===== src/rtl/branch_pkg.sv =====
// Shared definitions for the branch prediction unit.
//   - RV32 conditional-branch funct3 codes
//   - 2-bit saturating counter encodings for the branch history table
//   - init state machine encodings
//   - saturating counter update helper
package branch_pkg;

  localparam logic [2:0] F3_BEQ  = 3'b000;
  localparam logic [2:0] F3_BNE  = 3'b001;
  localparam logic [2:0] F3_BLT  = 3'b100;
  localparam logic [2:0] F3_BGE  = 3'b101;
  localparam logic [2:0] F3_BLTU = 3'b110;
  localparam logic [2:0] F3_BGEU = 3'b111;

  typedef enum logic [1:0] {
    SNT = 2'b00,  // strongly not-taken
    WNT = 2'b01,  // weakly not-taken (initial value)
    WT  = 2'b10,  // weakly taken
    ST  = 2'b11   // strongly taken
  } bht_state_e;

  typedef enum logic {
    S_INIT = 1'b0,
    S_RUN  = 1'b1
  } fsm_state_e;

  // Move a counter one step toward taken (up=1) or not-taken, clamping at
  // SNT and ST.
  function automatic logic [1:0] bht_next(input logic [1:0] cur, input logic up);
    logic [1:0] nxt;
    nxt = cur;
    if (up && cur != ST)        nxt = cur + 2'd1;
    else if (!up && cur != SNT) nxt = cur - 2'd1;
    return nxt;
  endfunction

endpackage


===== src/rtl/branch_predict_unit_if.sv =====
// Bus between the branch prediction unit and the pipeline.
//   Prediction port (fetch):  pred_valid, pred_pc -> pred_out_valid, pred_taken
//   Status:                   ready
//   Resolve port (execute):   res_valid, branch, funct3, rs1_val, rs2_val,
//                             res_pc, res_pred_taken
//                             -> pc_src, mispredict, illegal
//   Statistics:               branch_cnt, mispred_cnt
// modport master: pipeline side.  modport slave: the prediction unit.
interface branch_predict_unit_if #(
  parameter int XLEN  = 32,
  parameter int CNT_W = 16
);
  logic             pred_valid;
  logic [XLEN-1:0]  pred_pc;
  logic             pred_out_valid;
  logic             pred_taken;
  logic             ready;

  logic             res_valid;
  logic             branch;
  logic [2:0]       funct3;
  logic [XLEN-1:0]  rs1_val;
  logic [XLEN-1:0]  rs2_val;
  logic [XLEN-1:0]  res_pc;
  logic             res_pred_taken;
  logic             pc_src;
  logic             mispredict;
  logic             illegal;

  logic [CNT_W-1:0] branch_cnt;
  logic [CNT_W-1:0] mispred_cnt;

  modport master (
    output pred_valid, pred_pc,
    output res_valid, branch, funct3, rs1_val, rs2_val, res_pc, res_pred_taken,
    input  pred_out_valid, pred_taken, ready,
    input  pc_src, mispredict, illegal,
    input  branch_cnt, mispred_cnt
  );

  modport slave (
    input  pred_valid, pred_pc,
    input  res_valid, branch, funct3, rs1_val, rs2_val, res_pc, res_pred_taken,
    output pred_out_valid, pred_taken, ready,
    output pc_src, mispredict, illegal,
    output branch_cnt, mispred_cnt
  );
endinterface


===== src/rtl/branch_cmp.sv =====
// Combinational branch resolution.
//   en      in  resolve is valid and the instruction is a branch
//   funct3  in  branch type
//   rs1/rs2 in  operands, XLEN wide
//   pc_src  out branch actually taken (0 unless en and funct3 is legal)
//   illegal out en with funct3 010/011
module branch_cmp
  import branch_pkg::*;
#(
  parameter int XLEN = 32
) (
  input  logic            en,
  input  logic [2:0]      funct3,
  input  logic [XLEN-1:0] rs1,
  input  logic [XLEN-1:0] rs2,
  output logic            pc_src,
  output logic            illegal
);

  logic eq, lt, ltu;
  logic taken, bad_f3;

  assign eq  = (rs1 == rs2);
  assign lt  = ($signed(rs1) < $signed(rs2));
  assign ltu = (rs1 < rs2);

  // NOTE: every output of a combinational block gets a default first so no
  // path through the case leaves it unassigned and infers a latch.
  always_comb begin
    taken  = 1'b0;
    bad_f3 = 1'b0;
    unique case (funct3)
      F3_BEQ:  taken = eq;
      F3_BNE:  taken = !eq;
      F3_BLT:  taken = lt;
      F3_BGE:  taken = !lt;
      F3_BLTU: taken = ltu;
      F3_BGEU: taken = !ltu;
      default: bad_f3 = 1'b1;  // 010 / 011
    endcase
  end

  assign pc_src  = en & taken;
  assign illegal = en & bad_f3;

endmodule


===== src/rtl/branch_predict_unit.sv =====
// Branch prediction unit: resolves RV32 conditional branches, trains a
// direct-mapped table of 2-bit saturating counters, predicts for fetch and
// keeps saturating branch/mispredict statistics.
//   clk  rising-edge clock
//   rst  synchronous reset, active-high; restarts the table sweep
//   bus  branch_predict_unit_if.slave (prediction, resolve, statistics)
// After reset the table is swept to weakly not-taken, one entry per cycle;
// ready rises when the sweep is done. Predictions and table updates only
// happen once ready; the statistics count in every state.
module branch_predict_unit
  import branch_pkg::*;
#(
  parameter int XLEN     = 32,
  parameter int IDX_BITS = 6,
  parameter int CNT_W    = 16
) (
  input  logic clk,
  input  logic rst,
  branch_predict_unit_if.slave bus
);

  localparam int DEPTH = 2 ** IDX_BITS;

  fsm_state_e          state, state_next;
  logic [IDX_BITS-1:0] sweep, sweep_next;
  logic [1:0]          bht [DEPTH];

  logic [IDX_BITS-1:0] pred_idx, res_idx;
  logic                pc_src, illegal, legal, mispredict, in_run;
  logic                pred_out_valid_q, pred_taken_q;
  logic [CNT_W-1:0]    branch_cnt_q, mispred_cnt_q;

  // Word-aligned PCs: bits [1:0] and the bits above the index are not used.
  assign pred_idx = bus.pred_pc[IDX_BITS+1:2];
  assign res_idx  = bus.res_pc[IDX_BITS+1:2];

  logic unused_pc_bits;
  assign unused_pc_bits = ^{bus.pred_pc[XLEN-1:IDX_BITS+2], bus.pred_pc[1:0],
                            bus.res_pc[XLEN-1:IDX_BITS+2],  bus.res_pc[1:0]};

  branch_cmp #(.XLEN(XLEN)) u_cmp (
    .en      (bus.res_valid & bus.branch),
    .funct3  (bus.funct3),
    .rs1     (bus.rs1_val),
    .rs2     (bus.rs2_val),
    .pc_src  (pc_src),
    .illegal (illegal)
  );

  assign legal      = bus.res_valid & bus.branch & ~illegal;
  assign mispredict = legal & (pc_src ^ bus.res_pred_taken);
  assign in_run     = (state == S_RUN);

  // ---- init state machine ----
  // NOTE: sequential state uses non-blocking assignments so every register
  // samples the pre-edge values regardless of statement order.
  always_ff @(posedge clk) begin
    if (rst) begin
      state <= S_INIT;
      sweep <= '0;
    end else begin
      state <= state_next;
      sweep <= sweep_next;
    end
  end

  always_comb begin
    state_next = state;
    sweep_next = sweep;
    unique case (state)
      S_INIT: begin
        sweep_next = sweep + IDX_BITS'(1);
        if (sweep == '1) state_next = S_RUN;
      end
      S_RUN:   ;
      default: state_next = S_INIT;
    endcase
  end

  // ---- branch history table ----
  // NOTE: the table is deliberately not reset; the INIT sweep fills it, which
  // keeps it mappable to a RAM with a single write port.
  always_ff @(posedge clk) begin
    if (!rst) begin
      if (state == S_INIT)
        bht[sweep] <= WNT;
      else if (legal)
        bht[res_idx] <= bht_next(bht[res_idx], pc_src);
    end
  end

  // ---- prediction register ----
  // Reads the table before any same-cycle update lands, so a read and an
  // update to the same index return the old counter.
  always_ff @(posedge clk) begin
    if (rst) begin
      pred_out_valid_q <= 1'b0;
      pred_taken_q     <= 1'b0;
    end else begin
      pred_out_valid_q <= bus.pred_valid & in_run;
      pred_taken_q     <= bus.pred_valid & in_run & bht[pred_idx][1];
    end
  end

  // ---- statistics (saturating, active in every state) ----
  always_ff @(posedge clk) begin
    if (rst) begin
      branch_cnt_q  <= '0;
      mispred_cnt_q <= '0;
    end else if (legal) begin
      if (branch_cnt_q != '1)
        branch_cnt_q <= branch_cnt_q + CNT_W'(1);
      if (mispredict && mispred_cnt_q != '1)
        mispred_cnt_q <= mispred_cnt_q + CNT_W'(1);
    end
  end

  assign bus.pred_out_valid = pred_out_valid_q;
  assign bus.pred_taken     = pred_taken_q;
  assign bus.ready          = in_run;
  assign bus.pc_src         = pc_src;
  assign bus.mispredict     = mispredict;
  assign bus.illegal        = illegal;
  assign bus.branch_cnt     = branch_cnt_q;
  assign bus.mispred_cnt    = mispred_cnt_q;

endmodule


===== src/flat_wrapper.sv =====
// flat-port wrapper written by rule: the top's interface ports become plain ports
module branch_predict_unit_flat import branch_pkg::*;
#(
  parameter int XLEN     = 32,
  parameter int IDX_BITS = 6,
  parameter int CNT_W    = 16
)
  (clk, rst, bus_pred_valid, bus_pred_pc, bus_res_valid, bus_branch, bus_funct3, bus_rs1_val, bus_rs2_val, bus_res_pc, bus_res_pred_taken, bus_pred_out_valid, bus_pred_taken, bus_ready, bus_pc_src, bus_mispredict, bus_illegal, bus_branch_cnt, bus_mispred_cnt);
  branch_predict_unit_if #(.XLEN(XLEN), .CNT_W(CNT_W)) bus_i ();
  input  logic clk;
  input  logic rst;
  input wire logic [$bits(bus_i.pred_valid)-1:0] bus_pred_valid;
  input wire logic [$bits(bus_i.pred_pc)-1:0] bus_pred_pc;
  input wire logic [$bits(bus_i.res_valid)-1:0] bus_res_valid;
  input wire logic [$bits(bus_i.branch)-1:0] bus_branch;
  input wire logic [$bits(bus_i.funct3)-1:0] bus_funct3;
  input wire logic [$bits(bus_i.rs1_val)-1:0] bus_rs1_val;
  input wire logic [$bits(bus_i.rs2_val)-1:0] bus_rs2_val;
  input wire logic [$bits(bus_i.res_pc)-1:0] bus_res_pc;
  input wire logic [$bits(bus_i.res_pred_taken)-1:0] bus_res_pred_taken;
  output wire logic [$bits(bus_i.pred_out_valid)-1:0] bus_pred_out_valid;
  output wire logic [$bits(bus_i.pred_taken)-1:0] bus_pred_taken;
  output wire logic [$bits(bus_i.ready)-1:0] bus_ready;
  output wire logic [$bits(bus_i.pc_src)-1:0] bus_pc_src;
  output wire logic [$bits(bus_i.mispredict)-1:0] bus_mispredict;
  output wire logic [$bits(bus_i.illegal)-1:0] bus_illegal;
  output wire logic [$bits(bus_i.branch_cnt)-1:0] bus_branch_cnt;
  output wire logic [$bits(bus_i.mispred_cnt)-1:0] bus_mispred_cnt;
  assign bus_i.pred_valid = bus_pred_valid;
  assign bus_i.pred_pc = bus_pred_pc;
  assign bus_i.res_valid = bus_res_valid;
  assign bus_i.branch = bus_branch;
  assign bus_i.funct3 = bus_funct3;
  assign bus_i.rs1_val = bus_rs1_val;
  assign bus_i.rs2_val = bus_rs2_val;
  assign bus_i.res_pc = bus_res_pc;
  assign bus_i.res_pred_taken = bus_res_pred_taken;
  assign bus_pred_out_valid = bus_i.pred_out_valid;
  assign bus_pred_taken = bus_i.pred_taken;
  assign bus_ready = bus_i.ready;
  assign bus_pc_src = bus_i.pc_src;
  assign bus_mispredict = bus_i.mispredict;
  assign bus_illegal = bus_i.illegal;
  assign bus_branch_cnt = bus_i.branch_cnt;
  assign bus_mispred_cnt = bus_i.mispred_cnt;
  branch_predict_unit #(.XLEN(XLEN), .IDX_BITS(IDX_BITS), .CNT_W(CNT_W)) u_core (.clk(clk), .rst(rst), .bus(bus_i));
endmodule

===== config.mk =====
export PLATFORM = sky130hd
export DESIGN_NAME = branch_predict_unit_flat
export DESIGN_NICKNAME = d
export VERILOG_FILES = /design/src/rtl/branch_pkg.sv /design/src/rtl/branch_predict_unit_if.sv /design/src/rtl/branch_cmp.sv /design/src/rtl/branch_predict_unit.sv /design/src/flat_wrapper.sv
export SDC_FILE = /design/constraint.sdc
export NUM_CORES = 1
export LEC_CHECK = 0
export ABC_AREA = 1
export CAP_MARGIN = 20
export CORE_ASPECT_RATIO = 2
export CORE_MARGIN = 3
export CORE_UTILIZATION = 53
export DETAILED_ROUTE_END_ITERATION = 7
export PLACE_DENSITY = 0.81
export SYNTH_ARGS = -nofsm -noshare
export SYNTH_HDL_FRONTEND = slang
export SYNTH_SLANG_ARGS = --single-unit
export TNS_END_PERCENT = 1

===== constraint.sdc =====
create_clock -name clk -period 5.2 [get_ports clk]
set_input_delay 1.04 -clock clk [delete_from_list [all_inputs] [get_ports clk]]
set_output_delay 1.04 -clock clk [all_outputs]
set_load 0.01 [all_outputs]

==> results.tsv, run 1 <==
stage	metric	value	unit
die	die_w	99.37	um
critical_path	worstPathRequired	4160	ps
timing	skew	12.12	ps
timing	post-route-period-util	92.64	%
clock_network	cts_buffers	17	
global_route	grt_pass1_vias	8089	
pwr	powerDensity	267.0	nW/um^2
timing	rsz0062_at_grt	no	
run_status	status	finished, final reports clean	
clock_network	cts_setup_buffers	0	
logic_synthesis	yosysSeqAreaShare	50.48	%
logic_synthesis	synthFlopType	edfxtp_1	
route	routed_wl	25120	um
logic_synthesis	synth_mux_area_share	0.9749	%
critical_path	endpoint_kind	output pin	
layout	fillers	1384	
layout	drive_gt1_share	9.536	%
global_route	antenna_found_initial	0	
critical_path	path_class	in2out	
pwr	p_int	2.247	mW
logic_synthesis	async_reset_ff_share	0	%
critical_path	r2r_setup_slack	2140	ps
layout	fin_util	66.20	%
placed_design	dpl.cell_count	1339	
logic_synthesis	synth_area	9240	um^2
layout	finalNonFillerCells	1371	
timing	maxSlewHeadroom	35.94	%
critical_path	worstPathArrival	3780	ps
timing	max_freq	207.6	MHz
pwr	netSwitchingFraction	24.94	%
timing	final_max_slew_viol_count	0	
global_route	grt_max_degree	66	
clock_network	cts-root-buf	clkbuf_16	
pwr	pwr-share-clk	39.8	%
logic_synthesis	ys_seq_elements	169	
placed_design	hpwl	17460	um
pwr	p_leak	4.296	nW
logic_synthesis	synth-edff-count	128	
logic_synthesis	synth_nets	1211	
clock_network	clkLatencyLatePin	430	ps
placed_design	port-buffer-count	122	
route	drc	0	
clock_network	hold_buffers	0	
layout	antenna_cells	0	
clock_network	cts_buffer_depth	2	
global_route	gr-usage-all-layers	26.68	%
clock_network	cts_resized	0	
logic_synthesis	synth_compound_area_share	15.92	%
die	design.core.area	16930	um^2
logic_synthesis	synth_fa_ha_area_share	5.010	%
logic_synthesis	synth_cells	1037	
clock_network	tritoncts	built	
placed_design	gp_congestion	0.9048	
clock_network	clock_sinks	169	
critical_path	path_max_fanout	4	
logic_synthesis	synthSimpleGateAreaFrac	20.20	%
layout	area_growth	21.31	%
route	final_antenna_net_count	0	
logic_synthesis	syn_area_per_cell	8.910	um^2
logic_synthesis	synth_top_family_by_area	simple AND/OR/NAND/NOR gates	
die	die_h	192.7	um
pwr	total_power	2.993	mW
die	ios	175	
global_route	grt_pass1_wl	39630	um
timing	fin_crit	4817	ps
clock_network	clkTransAtPathRegs	60	ps
timing	tns	0	ps
timing	worst_slew_pin_slew	957.9	ps
pwr	p_comb_share	11.9	%
hold_path	min_path_type	reg2reg	
route	drtPass1Iterations	5	
flow_run	drv_cap	0	
logic_synthesis	synth_cell_types	45	
route	vias_per_cell	5.970	
pwr	seq_power_share	48.2	%
route	wl_per_cell	18.33	um
pwr	peakVddDrop	238.1	uV
critical_path	cp-start-kind	input pin	
route	drt_iter0_drc	590	
timing	final_hold_viol_count	0	
layout	nets	1325	
route	num_vias	8185	
die	start_util	54.57	%
logic_synthesis	synth-xor-area-share	1.232	%
die	dieArea	19150	um^2
die	row_count	67	
timing	finalSetupViolCount	0	
logic_synthesis	ys_warn_count	0	
pwr	p_sw	0.7465	mW
global_route	overflow	0	
clock_network	cts_max_level	4	
-- power groups by stage --
stage / clock network (mW) / registers, mW / logic [mW]
CTS: 1.20 / 1.44 / 0.354
floorplan: 0 / 1.47 / 0.208
finish: 1.19 / 1.44 / 0.358
global route: 1.25 / 1.44 / 0.397
detailed placement: 0 / 1.47 / 0.350
global placement: 0 / 1.47 / 0.341
-- worst max-delay path, cell delays in order --
cell and delay (ps):
clkdlybuf4s50_1 450, inv_1 50, ha_1 320, a21o_1 180, o21ai_1 140, nand2_1 80, a21oi_2 240, nand2_2 110
nand2_1 80, nand2_2 60, nor2_4 100, nand3_2 90, nand2_2 100, nand2_4 70, nor2_8 100, clkdlybuf4s50_1 540
-- cell usage after synthesis (2+ instances only) --
library cell	n	area (um^2)
edfxtp_1	128	3844
nand2_1	119	446.7
o21a_1	5	37.54
xor2_1	10	87.58
o211ai_1	11	82.58
a21oi_2	10	87.58
o21ai_2	4	35.03
mux2i_1	9	90.09
nand3_2	13	130.1
a32oi_1	7	61.31
inv_2	16	60.06
buf_1	2	7.510
nor2_2	5	31.28
xnor2_1	3	26.28
nor3b_2	2	25.02
o22ai_1	35	219.0
o221ai_1	13	113.9
nand4_2	2	25.02
nand2_2	5	31.28
inv_1	88	330.3
o21ai_0	105	525.5
o21ai_1	8	40.04
a21o_1	2	15.01
a21oi_1	46	230.2
nand3_1	29	145.1
buf_4	2	15.01
clkbuf_1	34	127.6
nor4_1	12	75.07
or2_2	4	25.02
buf_2	2	10.01
dfxtp_1	41	820.8
ha_1	37	462.9
nor3_1	12	60.06
nor2_1	193	724.4
nand4_1	13	81.33
-- through the flow --
stage               hold slack (ps)  setup slack [ps]  area (um^2)
finish                        470.3             382.9        11210
global route                  522.2             153.5        11210
CTS                           477.4             376.4        11210
detailed placement            467.1             381.4        10650
global placement              469.4             413.0        10650
floorplan                     443.6             500.4         9240
-- cell usage in the layout (no fill, tap or decap), types with 5 or more instances in the layout --
master,instances
mux2i_1,9
edfxtp_1,128
a32oi_1,7
clkdlybuf4s50_1,121
buf_4,14
o21a_1,5
dfxtp_1,41
nand3_1,28
nor3_1,12
inv_1,88
a21oi_2,10
nor2_1,192
nand2_1,119
o22ai_1,35
o21ai_0,105
inv_2,16
a21oi_1,46
nand2_2,5
xor2_1,10
nand3_2,14
o221ai_1,13
o211ai_1,11
nor2_2,5
ha_1,37
o21ai_1,8
nor4_1,12
clkbuf_16,18
nand4_1,13
-- registers in the layout, summed over array words and instances (netlist names) --
register                   count
u_core.bus.pred_taken          1
u_core.bht                   128
u_core.bus.pred_out_valid      1
u_core.bus.mispred_cnt        16
u_core.bus.ready               1
u_core.sweep                   6
u_core.bus.branch_cnt         16
-- logic make-up after synthesis --
| group | Yosys count |
|---|---|
| AO/OA/AOI/OAI | 249 |
| XOR/XNOR | 13 |
| adder cells (fa/ha/maj) | 37 |
| buffers and inverters | 145 |
| flip-flops | 169 |
| multiplexers | 9 |
| AND/OR/NAND/NOR | 415 |
-- routing by layer --
layer,up-vias,GRT usage (%),routed length (um)
met5,-,0,0
met4,0,15.15,1210
met3,82,4.667,1909
met2,415,50.03,13820
met1,3831,27.24,8180
li1,3857,-,-
-- cell type report --
class,count,area (um^2),share of cell area (%)
multi-input combinational,723,4018,35.84
sequential,169,4664,41.61
clock buffer,21,471.7,4.208
clock inverter,11,85.08,0.7590
timing repair buffer,136,1321,11.79
inverter,104,390.4,3.483
tap,207,259.0,2.311
-- final timing paths --
path	startpoint	endpoint	cells after the start
hold reg to reg	u_core.sweep[5]	u_core.sweep[5]	2
setup reg to reg	u_core.bht[38][1]	u_core.bht[37][1]	16
hold / removal	u_core.sweep[5]	u_core.sweep[5]	2
setup / recovery	bus_rs2_val[19]	bus_mispredict	16
Note: power is estimated with default switching activity, not from simulation.
==> run 2, diff against run 1 <==
CORE_UTILIZATION = 48   (was 53)
PLACE_DENSITY = 0.77   (was 0.81)
clock period = 4 ns   (was 5.2 ns; I/O delays follow)
==> run 2 against run 1 <==
Effect of this change:
- sequential power up 31%
- worst setup slack worse by 200 ps
- clock power up 39%
- via count up 0.83%
- sequential share of layout area down 1.7 points
- clock skew about the same
- global-route usage down 1.9 points
- core utilization down 4.2 points
- final area up 4.1%
- critical path type unchanged
- largest cell class unchanged
==> results.tsv, run 2 (synthesized netlist as in run 1, its figures left out) <==
stage	metric	value	unit	change
timing	fin_crit	3814	ps	
pwr	seq_power_share	46.4	%	-1.8 points
route	num_vias	8253		+0.83%
timing	post-route-period-util	95.35	%	
critical_path	worstPathArrival	3010	ps	-770 ps
critical_path	worstPathRequired	3200	ps	-960 ps
layout	finalNonFillerCells	1444		+5.3%
layout	antenna_cells	0		unchanged
flow_run	drv_cap	0		unchanged
placed_design	pre_cts_ws	-292.5	ps	-673.8 ps
critical_path	path_class	in2out		
pwr	powerDensity	346.0	nW/um^2	+30%
clock_network	clkLatencyLatePin	430	ps	about the same
route	drc	0		unchanged
placed_design	hpwl	18290	um	+4.7%
pwr	p_sw	1.009	mW	+35%
timing	worst_slack	186.1	ps	-196.7 ps
critical_path	cp-start-kind	input pin		
timing	whs	491.2	ps	+20.83 ps
layout	final_common_cell	nor2_1		
global_route	grt_pass1_wl	41230	um	+4.0%
clock_network	cts_buffers	17		unchanged
timing	max_freq	262.2	MHz	
route	wl_per_cell	17.84	um	-2.6%
die	ios	175		unchanged
pwr	p_int	3.030	mW	+35%
pwr	p_comb_share	12.6	%	+0.7 points
die	row_count	71		+6.0%
layout	top_register	u_core.bht		
placed_design	gp_congestion	0.9268		+2.4%
layout	drive_gt1_share	12.70	%	+3.2 points
die	start_util	49.06	%	-5.5 points
layout	fillers	1617		+17%
clock_network	cts_setup_buffers	0		unchanged
die	die_w	104.1	um	+4.8%
global_route	grt_pass1_vias	8372		+3.5%
layout	final_cell_mix	nor2_1, edfxtp_1, clkdlybuf4s50_1		
pwr	pwr-share-clk	41.0	%	+1.2 points
clock_network	tritoncts	built		
timing	final_max_slew_viol_count	0		unchanged
pwr	p_leak	4.460	nW	+3.8%
pwr	total_power	4.039	mW	+35%
placed_design	port-buffer-count	122		unchanged
hold_path	min_path_type	reg2reg		
clock_network	cts_max_level	4		unchanged
timing	final_hold_viol_count	0		unchanged
die	dieArea	21050	um^2	+9.9%
critical_path	path_max_fanout	4		unchanged
die	die_h	202.2	um	+4.9%
run_status	status	finished, final reports clean		
route	vias_per_cell	5.715		-4.3%
layout	largest_register_ffs	128		unchanged
clock_network	clkTransAtPathRegs	70	ps	about the same
route	drtPass1Iterations	5		unchanged
pwr	netSwitchingFraction	24.97	%	+0.033 points
timing	worst_slew_pin_slew	650.6	ps	-307.4 ps
global_route	antenna_found_initial	0		unchanged
timing	skew	11.98	ps	-0.1443 ps
route	drt_iter0_drc	590		unchanged
timing	rsz0062_at_grt	no		
layout	area_growth	26.34	%	
placed_design	dpl.cell_count	1412		+5.5%
route	final_antenna_net_count	0		unchanged
clock_network	clock_sinks	169		unchanged
global_route	overflow	0		unchanged
global_route	grt_max_degree	66		unchanged
critical_path	endpoint_kind	output pin		
clock_network	cts_buffer_depth	2		unchanged
global_route	gr-usage-all-layers	24.79	%	-1.9 points
timing	maxSlewHeadroom	56.49	%	+21 points
pwr	peakVddDrop	301.9	uV	+27%
timing	finalSetupViolCount	0		unchanged
route	routed_wl	25770	um	+2.6%
layout	nets	1350		+1.9%
die	design.core.area	18830	um^2	+11%
clock_network	cts-root-buf	clkbuf_16		
==> run 2: cell count changes in the layout (fill, tap and decap cells not counted), sizes merged <==
cell / delta
inv: +1
clkdlybuf4s50: -2
clkinvlp: +2
bufinv: +2
buf: +26
clkbuf: -2
clkinv: -2
==> run 2: per-layer routing <==
| metal | share of wire, % | track usage (%) | vias to the layer above |
|---|---|---|---|
| met2 | 55 | 46.53 | 340 |
| met4 | 6.0 | 16.07 | 0 |
| met1 | 33 | 25.01 | 3902 |
| li1 | - | - | 3905 |
| met5 | 0 | 0 | - |
| met3 | 5.7 | 3.771 | 106 |
==> run 2: path summary, 6_finish.rpt <==
| kind | start | endpoint | slack, ps | depth (start not counted) |
|---|---|---|---|---|
| max | bus_rs2_val[23] | bus_mispredict | 190 | 16 |
| max reg2reg | u_core.bht[37][1] | u_core.bht[22][1] | 1260 | 13 |
| min reg2reg | u_core.bus.branch_cnt[4] | u_core.bus.branch_cnt[4] | 490 | 1 |
| min | u_core.bus.branch_cnt[4] | u_core.bus.branch_cnt[4] | 490 | 1 |
==> run 2: area by class of cell <==
| class | instances | area [um^2] | share of cell area [%] |
|---|---|---|---|
| Multi-Input combinational cell | 723 | 4105 | 35.17 |
| Clock inverter | 14 | 160.2 | 1.372 |
| Timing Repair Buffer | 161 | 1605 | 13.75 |
| Tap cell | 255 | 319.1 | 2.733 |
| Clock buffer | 18 | 429.2 | 3.676 |
| Inverter | 104 | 390.4 | 3.344 |
| Sequential cell | 169 | 4664 | 39.96 |
==> run 2: power by group through the flow <==
stage | combinational (mW) | clock [mW] | sequential (mW)
4_1_cts | 0.495 | 1.67 | 1.88
6_report | 0.508 | 1.66 | 1.88
3_5_place_dp | 0.490 | 0 | 1.91
3_3_place_gp | 0.475 | 0 | 1.91
2_1_floorplan | 0.271 | 0 | 1.91
5_1_grt | 0.559 | 1.75 | 1.88
==> run 2: critical path: stages <==
cell	delay, ps
clkdlybuf4s50_1	460
inv_1	40
ha_1	290
nand2_1	80
nor2_2	160
nand3_1	110
nor3b_2	200
nand2_2	120
nand3_2	80
nand2_2	70
nor2_4	130
nand3_2	90
nand2_2	100
nand2_4	70
nor2_8	100
buf_6	110
==> run 2: stage by stage <==
step	cell area [um^2]	TNS, ps	utilization (%)
after floorplan	9243	0	-
after global placement	11000	-399.9	58.41
after CTS	11610	0	61.63
after detailed placement	11000	-508.1	58.41
after global routing	11670	0	61.99
final	11670	0	61.99
==> run 2: what timing repair did <==
| item | 4_1_cts | 5_1_grt |
|---|---|---|
| endpoints found under the setup margin | 2 | 2 |
| pin swaps | 1 | 7 |
| hold buffers | 0 | 0 |
| gates resized for setup | 6 | 17 |
==> run 3, diff against run 2 <==
CORE_UTILIZATION = 53   (was 48)
PLACE_DENSITY = 0.81   (was 0.77)
clock period = 3.9 ns   (was 4 ns; I/O delays follow)
==> run 3 against run 2 <==
Effect of this change:
- wire length shrank 1.9%
- clock power shrank 2%
- first-iteration DRC count grew 5.6%
- via count grew 0.69%
- combinational power is essentially flat
==> results.tsv, run 3 (synthesized netlist as in run 1, its figures left out) <==
stage	metric	value	unit	change
timing	final_max_slew_viol_count	0		unchanged
critical_path	cp_num_buf_inv	4		+1
global_route	grt_max_degree	65		-1.5%
critical_path	worstPathRequired	3120	ps	-80 ps
critical_path	slowest_stage	clkdlybuf4s50_1		
placed_design	gp_congestion	0.9412		+1.6%
layout	finalNonFillerCells	1403		-2.8%
die	dieArea	19150	um^2	-9.0%
timing	tns	0	ps	unchanged
timing	skew	14.28	ps	+2.307 ps
run_status	status	finished, final reports clean		
global_route	grt_pass1_vias	8140		-2.8%
pwr	netSwitchingFraction	24.49	%	-0.48 points
layout	antenna_cells	0		unchanged
layout	finish.instance_area	11550	um^2	-1.1%
timing	fin_crit	3769	ps	
pwr	p_leak	4.489	nW	+0.65%
pwr	p_sw	0.9915	mW	-1.7%
layout	final_cell_mix	nor2_1, edfxtp_1, nand2_1, clkdlybuf4s50_1, o21ai_0		
route	drt_iter0_drc	623		+5.6%
layout	fin_util	68.18	%	+6.2 points
die	ios	175		unchanged
critical_path	slowest_delay	470	ps	about the same
clock_network	tritoncts	built		
die	start_util	54.57	%	+5.5 points
timing	final_hold_viol_count	0		unchanged
pwr	p_int	3.057	mW	+0.87%
pwr	p_comb_share	12.5	%	about the same
placed_design	hpwl	18230	um	-0.31%
global_route	overflow	0		unchanged
route	num_vias	8310		+0.69%
critical_path	r2r_setup_slack	1120	ps	-140 ps
critical_path	worstPathArrival	2990	ps	-20 ps
layout	final_common_cell	nor2_1		
flow_run	drv_cap	0		unchanged
die	row_count	67		-5.6%
placed_design	dpl.cell_count	1370		-3.0%
clock_network	hold_buffers	0		unchanged
global_route	gr-usage-all-layers	26.72	%	+1.9 points
critical_path	cp-start-kind	input pin		
pwr	pwr-share-clk	40.0	%	-1.0 points
die	design.core.area	16930	um^2	-10%
global_route	grt_pass1_wl	39450	um	-4.3%
pwr	peakVddDrop	326.1	uV	+8.0%
timing	post-route-period-util	96.63	%	
timing	max_freq	265.4	MHz	
clock_network	cts-root-buf	clkbuf_16		
pwr	powerDensity	350.6	nW/um^2	+1.3%
critical_path	crit_family	buffers and inverters		
timing	finalSetupViolCount	0		unchanged
global_route	antenna_found_initial	0		unchanged
clock_network	cts_max_level	4		unchanged
clock_network	cts_buffers	17		unchanged
route	wl_per_cell	18.02	um	+0.97%
placed_design	port-buffer-count	122		unchanged
pwr	seq_power_share	47.5	%	+1.1 points
clock_network	cts_buffer_depth	2		unchanged
timing	worst_slew_pin_slew	717.2	ps	+66.60 ps
route	drc	0		unchanged
die	die_h	192.7	um	-4.7%
timing	maxSlewHeadroom	52.04	%	-4.5 points
route	vias_per_cell	5.923		+3.6%
clock_network	clock_sinks	169		unchanged
pwr	total_power	4.048	mW	+0.23%
clock_network	clkLatencyLatePin	430	ps	about the same
critical_path	path_max_fanout	4		unchanged
route	final_antenna_net_count	0		unchanged
layout	drive_gt1_share	12.37	%	-0.33 points
critical_path	path_class	in2out		
timing	worst_slack	131.4	ps	-54.72 ps
timing	whs	483.8	ps	-7.347 ps
critical_path	r2r_cells	13		unchanged
hold_path	hold_depth	1		unchanged
layout	largest_register_ffs	128		unchanged
layout	fillers	1309		-19%
die	die_w	99.37	um	-4.6%
layout	nets	1357		+0.52%
layout	top_register	u_core.bht		
timing	rsz0062_at_grt	yes		
layout	area_growth	24.96	%	
route	drtPass1Iterations	7		+2
critical_path	crit_chain	clkdlybuf4s50_1 -> inv_1 -> ha_1 -> a21oi_1 -> o21ai_0 -> a21oi_1 -> nand2_1 -> nand2_2 -> nand2_2 -> nand2_1 -> nand2_2 -> nor2_4 -> nand3_2 -> nand2_1 -> inv_1 -> dlygate4sd2_1		
hold_path	min_path_type	reg2reg		
placed_design	pre_cts_ws	-289.6	ps	+2.908 ps
clock_network	clkTransAtPathRegs	60	ps	about the same
route	routed_wl	25280	um	-1.9%
placed_design	place_area	10960	um^2	-0.36%
critical_path	endpoint_kind	output pin		
critical_path	path_depth	16		unchanged
==> run 3: per-layer routing <==
metal  part of all wire (%)  up-vias  routed length, um  global-route usage (%)
met5                      0        -                  0                       0
met4                    5.9        0               1481                   15.62
met3                    7.7      113               1957                   5.174
met2                     55      422              13780                   49.74
met1                     32     3857               8058                   27.08
li1                       -     3918                  -                       -
==> run 3: layout make-up <==
type                       instances  area [um^2]  share of cell area (%)
tap                              207        259.0                   2.243
clock inverter                    10        78.83                  0.6827
timing repair buffer             168         1630                   14.12
clock buffer                      22        495.5                   4.291
inverter                         104        390.4                   3.381
sequential                       169         4664                   40.40
multi-input combinational        723         4028                   34.88
==> run 3: worst register-to-register path, stage by stage, from the launching register on <==
cell	delay, ps
edfxtp_1	390
o21ai_0	170
o22ai_1	90
or2_2	270
o211ai_1	110
o21ai_0	230
o211ai_1	230
nand2_1	130
ha_1	210
nor2_1	130
inv_1	80
o21ai_1	200
nor2_4	80
buf_12	170
==> run 3: timing repair <==
item | 4_1_cts | 5_1_grt
buffers inserted | 1 | 0
setup endpoints to repair | 2 | 2
gates resized for setup | 3 | 4
==> run 3: power groups by stage <==
| stage | clock network [mW] | logic, mW | registers [mW] |
|---|---|---|---|
| 2_1_floorplan | 0 | 0.278 | 1.96 |
| 3_3_place_gp | 0 | 0.484 | 1.96 |
| 3_5_place_dp | 0 | 0.496 | 1.96 |
| 4_1_cts | 1.63 | 0.501 | 1.92 |
| 5_1_grt | 1.70 | 0.556 | 1.92 |
| 6_report | 1.62 | 0.506 | 1.92 |
==> run 3: final timing paths <==
| check | endpoint | from |
|---|---|---|
| hold / removal | u_core.bus.branch_cnt[4] | u_core.bus.branch_cnt[4] |
| hold reg to reg | u_core.bus.branch_cnt[4] | u_core.bus.branch_cnt[4] |
| setup / recovery | bus_pc_src | bus_rs2_val[13] |
| setup reg to reg | u_core.bht[57][1] | u_core.bht[38][1] |
